$ cat src/rtl/ps2_cpc_pkg.sv
// Shared definitions for the PS/2 to CPC keyboard bridge: rx FSM states,
// special scancodes and the set-2 to CPC matrix mapping table.
package ps2_cpc_pkg;

  typedef enum logic [1:0] {
    RX_IDLE,
    RX_DATA,
    RX_PARITY,
    RX_STOP
  } rx_state_t;

  localparam logic [7:0] CODE_E0 = 8'hE0;
  localparam logic [7:0] CODE_F0 = 8'hF0;
  localparam logic [7:0] CODE_E1 = 8'hE1;
  localparam logic [7:0] CODE_AA = 8'hAA;
  localparam logic [7:0] CODE_FA = 8'hFA;
  localparam logic [7:0] CODE_FE = 8'hFE;
  localparam logic [7:0] CODE_EE = 8'hEE;
  localparam logic [7:0] CODE_00 = 8'h00;
  localparam logic [7:0] CODE_FF = 8'hFF;

  localparam int ROWS = 10;
  localparam int COLS = 8;

  typedef struct packed {
    logic       valid;
    logic [3:0] row;
    logic [2:0] col;
  } key_map_t;

  function automatic key_map_t hit(input int row, input int col);
    return '{valid: 1'b1, row: 4'(row), col: 3'(col)};
  endfunction

  // Index is {ext, code}; ext selects the E0-prefixed code space.
  function automatic key_map_t map_code(input logic [8:0] key);
    key_map_t m;
    m = '{valid: 1'b0, row: 4'd0, col: 3'd0};
    case (key)
      {1'b0, 8'h1C}: m = hit(8, 5);
      {1'b0, 8'h29}: m = hit(5, 7);
      {1'b0, 8'h5A}: m = hit(2, 2);
      {1'b0, 8'h12}: m = hit(2, 5);
      {1'b0, 8'h59}: m = hit(2, 5);
      {1'b0, 8'h76}: m = hit(8, 2);
      {1'b1, 8'h75}: m = hit(0, 0);
      {1'b1, 8'h72}: m = hit(0, 2);
      {1'b1, 8'h6B}: m = hit(1, 0);
      {1'b1, 8'h74}: m = hit(0, 1);
      {1'b0, 8'h14}: m = hit(2, 7);
      {1'b0, 8'h66}: m = hit(9, 7);
      default:       m = '{valid: 1'b0, row: 4'd0, col: 3'd0};
    endcase
    return m;
  endfunction

endpackage

$ cat src/rtl/ps2_rx.sv
// PS/2 device-to-host receiver: synchroniser, clock glitch filter,
// 11-bit frame FSM with odd-parity check and inter-edge timeout.
module ps2_rx
  import ps2_cpc_pkg::*;
#(
  parameter int FILTER_LEN     = 8,
  parameter int TIMEOUT_CYCLES = 16000
) (
  input  logic       clk,
  input  logic       rst,
  input  logic       ps2_clk,
  input  logic       ps2_dat,
  output logic       byte_valid,
  output logic [7:0] rx_byte,
  output logic       err
);

  localparam int FW = (FILTER_LEN > 1) ? $clog2(FILTER_LEN) : 1;
  localparam int TW = $clog2(TIMEOUT_CYCLES + 1);

  logic          clk_p0, clk_p1, dat_p0, dat_p1;
  logic          filt_p2, fall_p2;
  logic [FW-1:0] filt_cnt;

  rx_state_t     state, state_n;
  logic [2:0]    bit_cnt;
  logic [7:0]    shift;
  logic          par;
  logic [TW-1:0] to_cnt;
  logic          timeout, shift_en, par_en, done_ok, done_err;

  // p0/p1: two-flop synchronisers
  always_ff @(posedge clk) begin
    dat_p0 <= ps2_dat;
    dat_p1 <= dat_p0;
  end

  // p2: filtered clock changes only after FILTER_LEN agreeing samples
  always_ff @(posedge clk) begin
    if (rst) begin
      clk_p0   <= 1'b1;
      clk_p1   <= 1'b1;
      filt_p2  <= 1'b1;
      filt_cnt <= '0;
      fall_p2  <= 1'b0;
    end else begin
      clk_p0  <= ps2_clk;
      clk_p1  <= clk_p0;
      fall_p2 <= 1'b0;
      if (clk_p1 == filt_p2) begin
        filt_cnt <= '0;
      end else if (filt_cnt == FW'(FILTER_LEN - 1)) begin
        filt_p2  <= clk_p1;
        filt_cnt <= '0;
        fall_p2  <= ~clk_p1;
      end else begin
        filt_cnt <= filt_cnt + 1'b1;
      end
    end
  end

  assign timeout = (state != RX_IDLE) && (to_cnt == TW'(TIMEOUT_CYCLES));

  always_comb begin
    state_n  = state;
    shift_en = 1'b0;
    par_en   = 1'b0;
    done_ok  = 1'b0;
    done_err = 1'b0;
    if (timeout) begin
      state_n  = RX_IDLE;
      done_err = 1'b1;
    end else if (fall_p2) begin
      case (state)
        RX_IDLE: if (!dat_p1) state_n = RX_DATA;
        RX_DATA: begin
          shift_en = 1'b1;
          if (bit_cnt == 3'd7) state_n = RX_PARITY;
        end
        RX_PARITY: begin
          par_en  = 1'b1;
          state_n = RX_STOP;
        end
        RX_STOP: begin
          state_n = RX_IDLE;
          if (dat_p1 && (^{shift, par})) done_ok = 1'b1;
          else done_err = 1'b1;
        end
        default: state_n = RX_IDLE;
      endcase
    end
  end

  always_ff @(posedge clk) begin
    if (shift_en) shift <= {dat_p1, shift[7:1]};
    if (par_en)   par   <= dat_p1;
  end

  // p3: frame control and registered result strobes
  always_ff @(posedge clk) begin
    if (rst) begin
      state      <= RX_IDLE;
      bit_cnt    <= '0;
      to_cnt     <= '0;
      byte_valid <= 1'b0;
      err        <= 1'b0;
      rx_byte    <= '0;
    end else begin
      state      <= state_n;
      byte_valid <= done_ok;
      err        <= done_err;
      if (done_ok) rx_byte <= shift;
      if (state == RX_IDLE) bit_cnt <= '0;
      else if (shift_en)    bit_cnt <= bit_cnt + 1'b1;
      if (fall_p2) to_cnt <= '0;
      else if (to_cnt != TW'(TIMEOUT_CYCLES)) to_cnt <= to_cnt + 1'b1;
    end
  end

endmodule

$ cat src/rtl/ps2_cpc_keyboard.sv
// PS/2 set-2 keyboard to CPC 80-bit active-low key matrix. Prefix flags
// (E0 extended, F0 break) qualify the next non-prefix scancode.
module ps2_cpc_keyboard
  import ps2_cpc_pkg::*;
#(
  parameter int FILTER_LEN     = 8,
  parameter int TIMEOUT_CYCLES = 16000
) (
  input  logic        clk_i,
  input  logic        reset_i,
  input  logic        ps2_clk_i,
  input  logic        ps2_dat_i,
  input  logic        clear_i,
  output logic [79:0] keyboard_o,
  output logic        scan_valid_o,
  output logic [7:0]  scan_code_o,
  output logic        frame_err_o
);

  logic                   byte_valid, err;
  logic [7:0]             rx_byte;
  logic                   ext, brk;
  logic [ROWS*COLS-1:0]   keys;
  key_map_t               key;

  ps2_rx #(
    .FILTER_LEN    (FILTER_LEN),
    .TIMEOUT_CYCLES(TIMEOUT_CYCLES)
  ) u_rx (
    .clk       (clk_i),
    .rst       (reset_i),
    .ps2_clk   (ps2_clk_i),
    .ps2_dat   (ps2_dat_i),
    .byte_valid(byte_valid),
    .rx_byte   (rx_byte),
    .err       (err)
  );

  assign key = map_code({ext, rx_byte});

  // Matrix stage: one cycle after byte_valid; clear overrides any update
  always_ff @(posedge clk_i) begin
    if (reset_i || clear_i) begin
      keys <= '1;
      ext  <= 1'b0;
      brk  <= 1'b0;
    end else if (byte_valid) begin
      case (rx_byte)
        CODE_E0: ext <= 1'b1;
        CODE_F0: brk <= 1'b1;
        CODE_E1, CODE_AA, CODE_FA, CODE_FE, CODE_EE, CODE_00, CODE_FF: begin
        end
        default: begin
          if (key.valid) keys[{key.row, key.col}] <= brk;
          ext <= 1'b0;
          brk <= 1'b0;
        end
      endcase
    end
  end

  assign keyboard_o   = keys;
  assign scan_valid_o = byte_valid;
  assign scan_code_o  = rx_byte;
  assign frame_err_o  = err;

endmodule

$ cat config.mk
export PLATFORM = sky130hd
export DESIGN_NAME = ps2_cpc_keyboard
export DESIGN_NICKNAME = d
export VERILOG_FILES = /design/src/rtl/ps2_cpc_pkg.sv /design/src/rtl/ps2_rx.sv /design/src/rtl/ps2_cpc_keyboard.sv
export SDC_FILE = /design/constraint.sdc
export NUM_CORES = 1
export LEC_CHECK = 0
export ABC_AREA = 1
export BUFFER_PORTS_ARGS = -buffer_cell sky130_fd_sc_hd__buf_2
export CORE_ASPECT_RATIO = 2
export CORE_MARGIN = 2
export CORE_UTILIZATION = 55
export DETAILED_ROUTE_END_ITERATION = 6
export PLACE_DENSITY = 0.9
export SKIP_LAST_GASP = 1
export SLEW_MARGIN = 20
export SYNTH_ARGS = -nofsm -noshare
export SYNTH_HDL_FRONTEND = slang
export SYNTH_SLANG_ARGS = --single-unit
export TNS_END_PERCENT = 10
$ cat constraint.sdc
create_clock -name clk_i -period 1.95 [get_ports clk_i]
set_input_delay 0.0975 -clock clk_i [delete_from_list [all_inputs] [get_ports clk_i]]
set_output_delay 0.0975 -clock clk_i [all_outputs]
set_load 0.02 [all_outputs]
After elaboration in Yosys (flattened, before gate mapping)
Index checks and enable logic that the tools add are counted.
{"block": "classes", "addsub": 3, "n_lt_le_gt_ge": 2, "n_eq_ne": 30, "muxes": 23, "bitwise_logic": 6, "n_reduce_logical": 22}
{"op": "8-bit case mux with 11 select lines", "count": 1}
{"op": "80-bit bitwise mux", "count": 1}
{"op": "8-bit == test (second input constant)", "count": 8}
{"op": "9-bit by 7-bit == test with 1-bit output (second input constant)", "count": 4}
{"op": "9-bit == test (second input constant)", "count": 4}
{"op": "9-bit by 5-bit == test with 1-bit output (second input constant)", "count": 3}
{"op": "8-bit OR reduction", "count": 2}
{"op": "1-bit two-way mux", "count": 15}
{"op": "14-bit by 1-bit adder with 14-bit output (second input constant)", "count": 1}
{"op": "14-bit == test (second input constant)", "count": 1}
{"op": "14-bit inequality test (second input constant)", "count": 1}
{"op": "9-bit by 6-bit == test with 1-bit output (second input constant)", "count": 1}
{"op": "9-bit OR reduction", "count": 1}
{"op": "9-bit XOR reduction", "count": 1}
{"op": "8-bit logical NOT", "count": 1}
{"op": "7-bit by 8-bit < comparator with 1-bit output (second input constant)", "count": 1}
{"op": "2-bit case mux with 4 select lines", "count": 1}
{"op": "2-bit OR reduction", "count": 4}
{"op": "1-bit demux with 7-bit select", "count": 1}
{"op": "7-bit by 1-bit greater-or-equal comparator with 1-bit output (second input constant)", "count": 1}
{"op": "3-bit by 1-bit adder with 3-bit output (second input constant)", "count": 2}
{"op": "3-bit == test (second input constant)", "count": 2}
{"op": "1-bit inverter", "count": 6}
{"op": "2-bit AND reduction", "count": 3}
{"op": "other kinds (13)", "count": 20}
{"block": "totals", "ff_bits": 129, "inputBits": 5, "output_inout_bits": 90, "wordCells": 104}

Longest topological paths before layout
Gate-level depths: netlist (run 1).
{"block": "depth", "word_depth": 8, "ltp_mapped": 14, "depth_no_buf": 13}

By module
A second synthesis (run 1) with hierarchy kept.
{"block": "hier_totals", "cells_unflattened": 705, "hier_area_um2": 5350.1}
{"mod": "ps2_cpc_keyboard", "instances": 1, "cells_each": 411, "area_per_inst_um2": 3036.7, "seq_area_each_um2": 1641.6}
{"mod": "ps2_rx", "instances": 1, "cells_each": 294, "area_per_inst_um2": 2313.5, "seq_area_each_um2": 1031.0}

Least setup slack after synthesis (run 1)
Ideal clock, no wire load.
{"block": "synth_timing", "path_type": "reg-to-reg", "startpoint": "reg u_rx.rx_byte[4]", "endpoint": "reg keys[66], in the netlist keyboard_o[66]", "setup_time_ns": 0.130, "arrival_time_ns": 1.553, "required_ns": 1.820, "path_slack_ns": 0.267, "stages_incl_launch_ff": 11, "n_path_buf": 1, "synth_period_minus_slack_ns": 1.683, "cell_sequence": "dfxtp_1 > nand2_1 > nor2_4 > nand3_1 > nand2_1 > nor2_1 > nand3_2 > nand2_2 > buf_6 > o21ai_1 > nand3_1"}
{"block": "synth_between", "elab_chain_len": 8, "elab_cells_between_ends": 32, "cone_classes": "2 x order compare; 20 x eq/ne; 4 x mux; 1 x bitwise; 5 x reduce/logical"}
{"element": "from (decl)", "line_no": "ps2_rx.sv:14", "rtl": "output logic [7:0] rx_byte,"}
{"element": "from (signal assigned)", "line_no": "ps2_rx.sv:112", "rtl": "if (done_ok) rx_byte <= shift;"}
{"element": "9-bit by 7-bit == test with 1-bit output / 9-bit by 5-bit == test with 1-bit output (equally long branches)", "line_no": "ps2_cpc_pkg.sv:39", "rtl": "case (key)"}
{"element": "2-bit OR reduction (no source line)"}
{"element": "8-bit case mux with 11 select lines", "line_no": "ps2_cpc_pkg.sv:39"}
{"element": "7-bit by 8-bit < comparator with 1-bit output (implied by the code) / 7-bit by 1-bit greater-or-equal comparator with 1-bit output (equally long branches)", "line_no": "ps2_cpc_keyboard.sv:54", "rtl": "if (key.valid) keys[{key.row, key.col}] <= brk;"}
{"element": "1-bit logical AND (implied by the code)", "line_no": "ps2_cpc_keyboard.sv:54"}
{"element": "1-bit two-way mux (implied by the code)", "line_no": "ps2_cpc_keyboard.sv:54"}
{"element": "1-bit demux with 7-bit select", "line_no": "ps2_cpc_keyboard.sv:54"}
{"element": "80-bit bitwise mux", "line_no": "ps2_cpc_keyboard.sv:54"}
{"element": "to (signal, indexed assignment)", "line_no": "ps2_cpc_keyboard.sv:54"}
{"element": "to (decl)", "line_no": "ps2_cpc_keyboard.sv:23", "rtl": "logic [ROWS*COLS-1:0] keys;"}
Parallel ways exist; a longest one is shown, timed or not.
A chain may end at the register's enable or synchronous reset.

Worst setup path in the final report (run 1)
{"block": "layout_timing", "startpoint": "reg u_rx.rx_byte[1]", "endpoint": "reg keys[23], in the netlist keyboard_o[23]"}
Same word-level chain as after synthesis.

==> key figures, run 1 <==
Status
  – Outcome: complete, no violations

Worst setup path
  – Critical Path Slowest Stage Cell: dfxtp_1
  – CP Max Fanout: 9
  – CP most frequent cell: nand2_1
  – WS Path Type: flip-flop to flip-flop
  – Worst EP arrival: 2.08 ns
  – Endpoint class of the critical path: flip-flop
  – WP data required: 2.24 ns
  – CP Cell Sequence: inv_2 > nand2_1 > nor2_1 > nand3_1 > nand2_1 > nor2_2 > nand3_2 > nand2_2 > buf_12 > nor2_1 > nand2_1 > nand3_1
  – Worst Setup Start Kind: flip-flop
  – Max incr delay on CP: 0.45 ns

Timing
  – Hold_ws: 0.3299 ns
  – Slew margin rel.: 70.51%
  – Fmax: 0.5604 GHz
  – Tmin final: 1.784 ns
  – Fin crit share: 91.50%
  – Final hold vios: 0
  – Unrepaired setup endpoints after global routing: true
  – Slew @ Worst Pin: 0.4407 ns
  – Final Skew: 0.01007 ns
  – Final setup TNS: 0 ns
  – Final setup viols: 0
  – Slew Limit Fails: 0

CTS
  – Clock tree buffer depth: 2
  – Worst skew pair latency: 0.42 ns
  – Clock H-tree levels: 4
  – Clock slew at reported path FFs: 0.06 ns
  – Setup Fix Bufs, Post-CTS: 0
  – Inserted Clock Buffers: 17
  – Clock tree sinks: 129
  – CTS root buf: clkbuf_16
  – CTS tree: done

Logic synthesis
  – Synth async-reset ratio: 0%
  – Synth Area per Inst: 7.708 um^2
  – Main synth FF type: dfxtp_1
  – Synth cell count leaders: 163 x nand2_1, 120 x dfxtp_1, 120 x inv_1
  – Most area-consuming cells after synthesis: dfxtp_1 48%, nand2_1 12%, inv_1 8.9%, nor2_1 5.4%, edfxtp_1 5.4%
  – Seq/Total Area, Yosys: 52.94%
  – Ys Warns: 0
  – EDFF count, synth: 9
  – Synthesized area: 5049 um^2
  – Post-synth top area share: 47.58%
  – Register bit count reported by yosys: 129
  – Most common cell in the synthesized netlist: nand2_1
  – Synth area leader: dfxtp_1
  – Distinct cells, synth: 31
  – Post-Synthesis Cells: 655
  – Synthesized Nets: 670

Layout
  – Final Util: 70.45%
  – Final Instance Area: 6306 um^2
  – Share of layout cells above drive strength 1: 21.21%
  – ANT cells: 0
  – Fin nets: 780
  – P&R area growth vs syn: 24.91%

Die
  – DIE AREA: 10,010 um^2
  – IO Pins: 95
  – Die H: 139.5 um
  – Die width: 71.75 um
  – Initial Util: 56.40%
  – Placeable Area: 8951 um^2
  – FP Rows: 49

Detailed routing
  – Initial DRT Pass Iterations: 5
  – Initial DRC count: 185
  – Via Count: 4,451
  – Vias per cell: 5.058
  – Final WL: 12,160 um
  – DRC viols: 0
  – ANT nets after route: 0
  – DR WL/cell: 13.81 um

Worst hold path
  – Hold Path Class: input port to flip-flop

Place
  – PortBufs: 94
  – Placed cell area: 5659 um^2
  – Final HPWL DP: 9016 um
  – Final Wtd Congestion: 0.9090

Global routing
  – Vias in the first global route: 4,508
  – GR Util All Layers: 25.91%
  – Largest net degree at the start of global routing: 81
  – First-pass GRT wire length: 20,190 um
  – Initial antenna violation count: 0
  – GRT overflow: 0

Pwr
  – Peak VDD IR: 0.8083 mV
  – Lkg Pwr: 3.263 nW
  – Power density cells: 932.2 nW/um^2

Run
  – Max-capacitance violation count: 0
-- per-layer routing --
metal	global-route usage [%]	vias up	share of wire [%]
li1	-	2218	-
met1	22.92	2021	33
met2	48.20	152	56
met3	6.445	60	4.2
met4	18.47	0	6.5
met5	0	-	0
-- final cells by class --
cell class | count | area [um^2]
multi-input combinational | 383 | 1838
fill | 677 | 2645
clock buffer | 17 | 425.4
sequential | 129 | 2674
clock inverter | 15 | 165.2
inverter | 128 | 480.5
tap | 102 | 127.6
timing repair buffer | 106 | 595.6
-- critical path: cells and delay by family, from the launching register on --
kind	cells	cell delay, ns
buffers and inverters	2	0.22
DFF	1	0.45
and+or+nand+nor	10	0.98
-- final timing paths --
| kind | from | endpoint | slack (ns) | cells past startpoint |
|---|---|---|---|---|
| setup reg to reg | u_rx.rx_byte[1]$_SDFFE_PP0P_ | keyboard_o[23]$_SDFFE_PP1P_ | 0.17 | 12 |
| hold / removal | ps2_dat_i | u_rx.dat_p0$_DFF_P_ | 0.33 | 2 |
| setup / recovery | u_rx.rx_byte[1]$_SDFFE_PP0P_ | keyboard_o[23]$_SDFFE_PP1P_ | 0.17 | 12 |
| hold reg to reg | u_rx.dat_p0$_DFF_P_ | u_rx.dat_p1$_DFF_P_ | 0.33 | 0 |
-- cell families (layout without fill, tap and decap cells) --
family,count (synthesis),in the layout,synth area share [%]
simple gates,323,323,27.86
compound gates,44,44,4.585
flops,129,129,52.94
buf+inv,143,266,11.10
fa+ha+maj,10,10,2.478
xor+xnor,6,6,1.041
-- power by group --
group	total (W)	internal (W)	switching [W]
Combinational	0.0000770	0.0000255	0.0000515
Sequential	0.00268	0.00267	0.00000661
Clock	0.00312	0.00182	0.00130
Total	0.00588	0.00452	0.00136
-- cell usage in the layout (no fill, tap or decap), types with 4 or more instances in the layout --
master         netlist  layout
nand2_2              3       4
buf_4                2       6
nor3_1               8       8
nor2_2               7       6
nand2_1            163     162
clkbuf_16            0      17
a21oi_1             20      20
inv_2                8       8
xnor2_1              4       4
inv_1              120     120
nor2_4               3       6
edfxtp_1             9       9
o21ai_1              8       8
dfxtp_1            120     119
nand4_1              4       4
nand3b_1             4       4
inv_6                0       6
nand3_1             50      50
buf_2                1      94
inv_8                0       4
ha_1                10      10
o21ai_0             11      11
nor2_1              73      71
dlygate4sd3_1        0       4
-- sequential cells by signal (all words and copies together), names as in the netlist, 2 cells and up --
register / cells
u_rx.bit_cnt: 3
u_rx.filt_cnt: 3
u_rx.rx_byte: 8
keyboard_o: 80
u_rx.to_cnt: 14
u_rx.state: 2
u_rx.shift: 8
-- stage by stage --
step	cells	power (W)	setup slack (ns)
2_1_floorplan	655	0.002785	0.2670
3_3_place_gp	844	0.002804	0.1330
3_5_place_dp	844	0.002807	0.1277
4_1_cts	880	0.005915	0.1004
5_1_grt	880	0.006056	-0.005214
6_report	880	0.005878	0.1657
-- timing repair --
item | in CTS | in global routing
gates resized for setup | 0 | 5
hold buffers | 4 | 0
hold endpoints to repair | 5 | 0
setup endpoints to repair | 0 | 9
Power figures use the tool's default switching activity.
==> run 2, diff against run 1 <==
==> constraint.sdc (replaced) <==
create_clock -name clk_i -period 1.95 [get_ports clk_i]
set_input_delay 0.195 -clock clk_i [delete_from_list [all_inputs] [get_ports clk_i]]
set_output_delay 0.195 -clock clk_i [all_outputs]
set_load 0.02 [all_outputs]
==> run 2 against run 1 <==
Total power shrank 0.50%. Worst hold slack worse by 0.25 ns. Count of clock-buffer cells in the layout is the same. Global-route usage is 0.47 points higher. First-iteration DRC count increased by 53%. Clock power barely moved. Non-clock buffer count is 1 lower. Utilization is 0.22 points lower. Critical path depth is the same. Critical path type unchanged. Critical endpoint unchanged. Largest cell class unchanged. Highest routed layer unchanged.
==> key figures, run 2 (synthesized netlist as in run 1, its figures left out) <==
CTS
  – Clock slew at reported path FFs: 0.06 ns
  – Inserted Clock Buffers: 17
  – CTS root buf: clkbuf_16
  – CTS tree: done
  – Setup Fix Bufs, Post-CTS: 0
  – Clock H-tree levels: 4
  – Clock tree buffer depth: 2
  – Worst skew pair latency: 0.42 ns
  – Clock tree sinks: 129

Detailed routing
  – Vias per cell: 5.097
  – Initial DRC count: 283
  – Initial DRT Pass Iterations: 5
  – Via Count: 4,480
  – DR WL/cell: 14.12 um
  – ANT nets after route: 0
  – Final WL: 12,410 um
  – DRC viols: 0

Worst setup path
  – WP data required: 2.24 ns
  – Critical Path Slowest Stage Cell: dfxtp_1
  – CP Cell Sequence: inv_2 > nand2_1 > nor2_4 > nand3_2 > nand2_1 > nor2_2 > nand3_2 > nand2_2 > buf_12 > nor2_1 > nand2_1 > nand3_1
  – Max incr delay on CP: 0.47 ns
  – Worst Setup Start Kind: flip-flop
  – Reg2reg start: u_rx.rx_byte[4]$_SDFFE_PP0P_
  – CP Max Fanout: 9
  – Worst EP arrival: 2.17 ns
  – Endpoint class of the critical path: flip-flop
  – WS Path Type: flip-flop to flip-flop
  – CP most frequent cell: nand2_1
  – Worst setup startpoint: u_rx.rx_byte[4]$_SDFFE_PP0P_

Layout
  – ANT cells: 0
  – Non-Filler Instances: 879
  – Most frequent cells in the layout: 163 x nand2_1, 120 x inv_1, 120 x dfxtp_1
  – Max FFs per register: 80
  – Share of layout cells above drive strength 1: 21.11%
  – P&R area growth vs syn: 24.51%
  – Fin nets: 779
  – Commonest non-fill, non-tap cell in the layout: nand2_1
  – Final Util: 70.23%

Pwr
  – Internal power: 0.004405 W
  – Power density cells: 930.5 nW/um^2
  – Peak VDD IR: 0.7919 mV
  – Lkg Pwr: 3.248 nW
  – Gate power share: 1.3%
  – Sequential power share: 45.8%
  – Switching Share: 24.70%
  – Switch Pwr: 0.001444 W
  – Clock share of power: 52.9%

Timing
  – Final hold vios: 0
  – Setup slack after layout: 0.07100 ns
  – Fin crit share: 96.36%
  – Slew margin rel.: 67.55%
  – Final setup viols: 0
  – Tmin final: 1.879 ns
  – Unrepaired setup endpoints after global routing: true
  – Slew @ Worst Pin: 0.4830 ns
  – Slew Limit Fails: 0
  – Final Skew: 0.008859 ns
  – Fmax: 0.5322 GHz
  – Hold_ws: 0.08431 ns

Worst hold path
  – Hold Path Origin: reset_i
  – Hold Path Class: input port to flip-flop

Place
  – DP Worst Slack: 0.09837 ns
  – Final Wtd Congestion: 0.9112
  – PortBufs: 94
  – Final HPWL DP: 9034 um
  – Placed instance count: 845

Die
  – Initial Util: 56.40%
  – Die width: 71.75 um
  – Die H: 139.5 um
  – FP Rows: 49
  – Placeable Area: 8951 um^2
  – IO Pins: 95
  – DIE AREA: 10,010 um^2

Run
  – Max-capacitance violation count: 0

Global routing
  – First-pass GRT wire length: 20,420 um
  – GRT overflow: 0
  – Initial antenna violation count: 0
  – GR Util All Layers: 26.38%
  – Vias in the first global route: 4,511
  – Largest net degree at the start of global routing: 81

Status
  – Outcome: complete, no violations
==> run 2: cell types whose count changed in the layout (fill, tap and decap cells not counted), sizes merged <==
cell         delta
inv             -3
bufinv          -1
dlygate4sd3     -2
clkinv          +3
clkinvlp        +1
buf             +1
==> run 2: routing by layer <==
metal	vias to the layer above	global-route usage (%)	part of all wire [%]
met5	-	0	0
met4	0	17.38	5.9
met3	56	7.748	4.5
met2	154	48.68	56
met1	2058	23.60	33
li1	2212	-	-
==> run 2: worst max-delay path: cells and delay by family (launching register included) <==
family | cells | cell delay (ns)
buffers and inverters | 2 | 0.23
and+or+nand+nor | 10 | 1.05
DFF | 1 | 0.47
==> run 2: through the flow <==
step | total power, W | TNS [ns] | cell area (um^2)
floorplan | 0.002785 | 0 | 5049
global placement | 0.002805 | 0 | 5667
detailed placement | 0.002810 | 0 | 5667
CTS | 0.005884 | 0 | 6279
global route | 0.006017 | -0.7854 | 6286
finish | 0.005849 | 0 | 6286
==> run 2: path summary, 6_finish.rpt <==
path	end	slack, ns	cells past startpoint
min reg2reg	u_rx.dat_p1$_DFF_P_	0.33	0
max reg2reg	keyboard_o[23]$_SDFFE_PP1P_	0.07	12
min	u_rx.byte_valid$_SDFF_PP0_	0.08	2
max	keyboard_o[23]$_SDFFE_PP1P_	0.07	12
==> run 2: area by class of cell <==
cell class | count | area, um^2
sequential | 129 | 2673
fill | 674 | 2665
multi-input combinational | 383 | 1831
timing repair buffer | 105 | 583.1
inverter | 128 | 480.5
clock buffer | 17 | 425.4
clock inverter | 15 | 166.4
tap | 102 | 127.6
==> run 2: power groups by stage <==
stage | logic (W) | clock network (W) | registers [W]
floorplan | 0.0000506 | 0 | 0.00273
global placement | 0.0000697 | 0 | 0.00274
detailed placement | 0.0000731 | 0 | 0.00274
CTS | 0.0000769 | 0.00313 | 0.00268
global route | 0.0000864 | 0.00325 | 0.00268
finish | 0.0000763 | 0.00309 | 0.00268
==> run 2: timing repair <==
item	CTS	global route
resized for setup	0	2
hold endpoints to repair	2	0
hold buffers	2	0
setup endpoints to repair	0	26
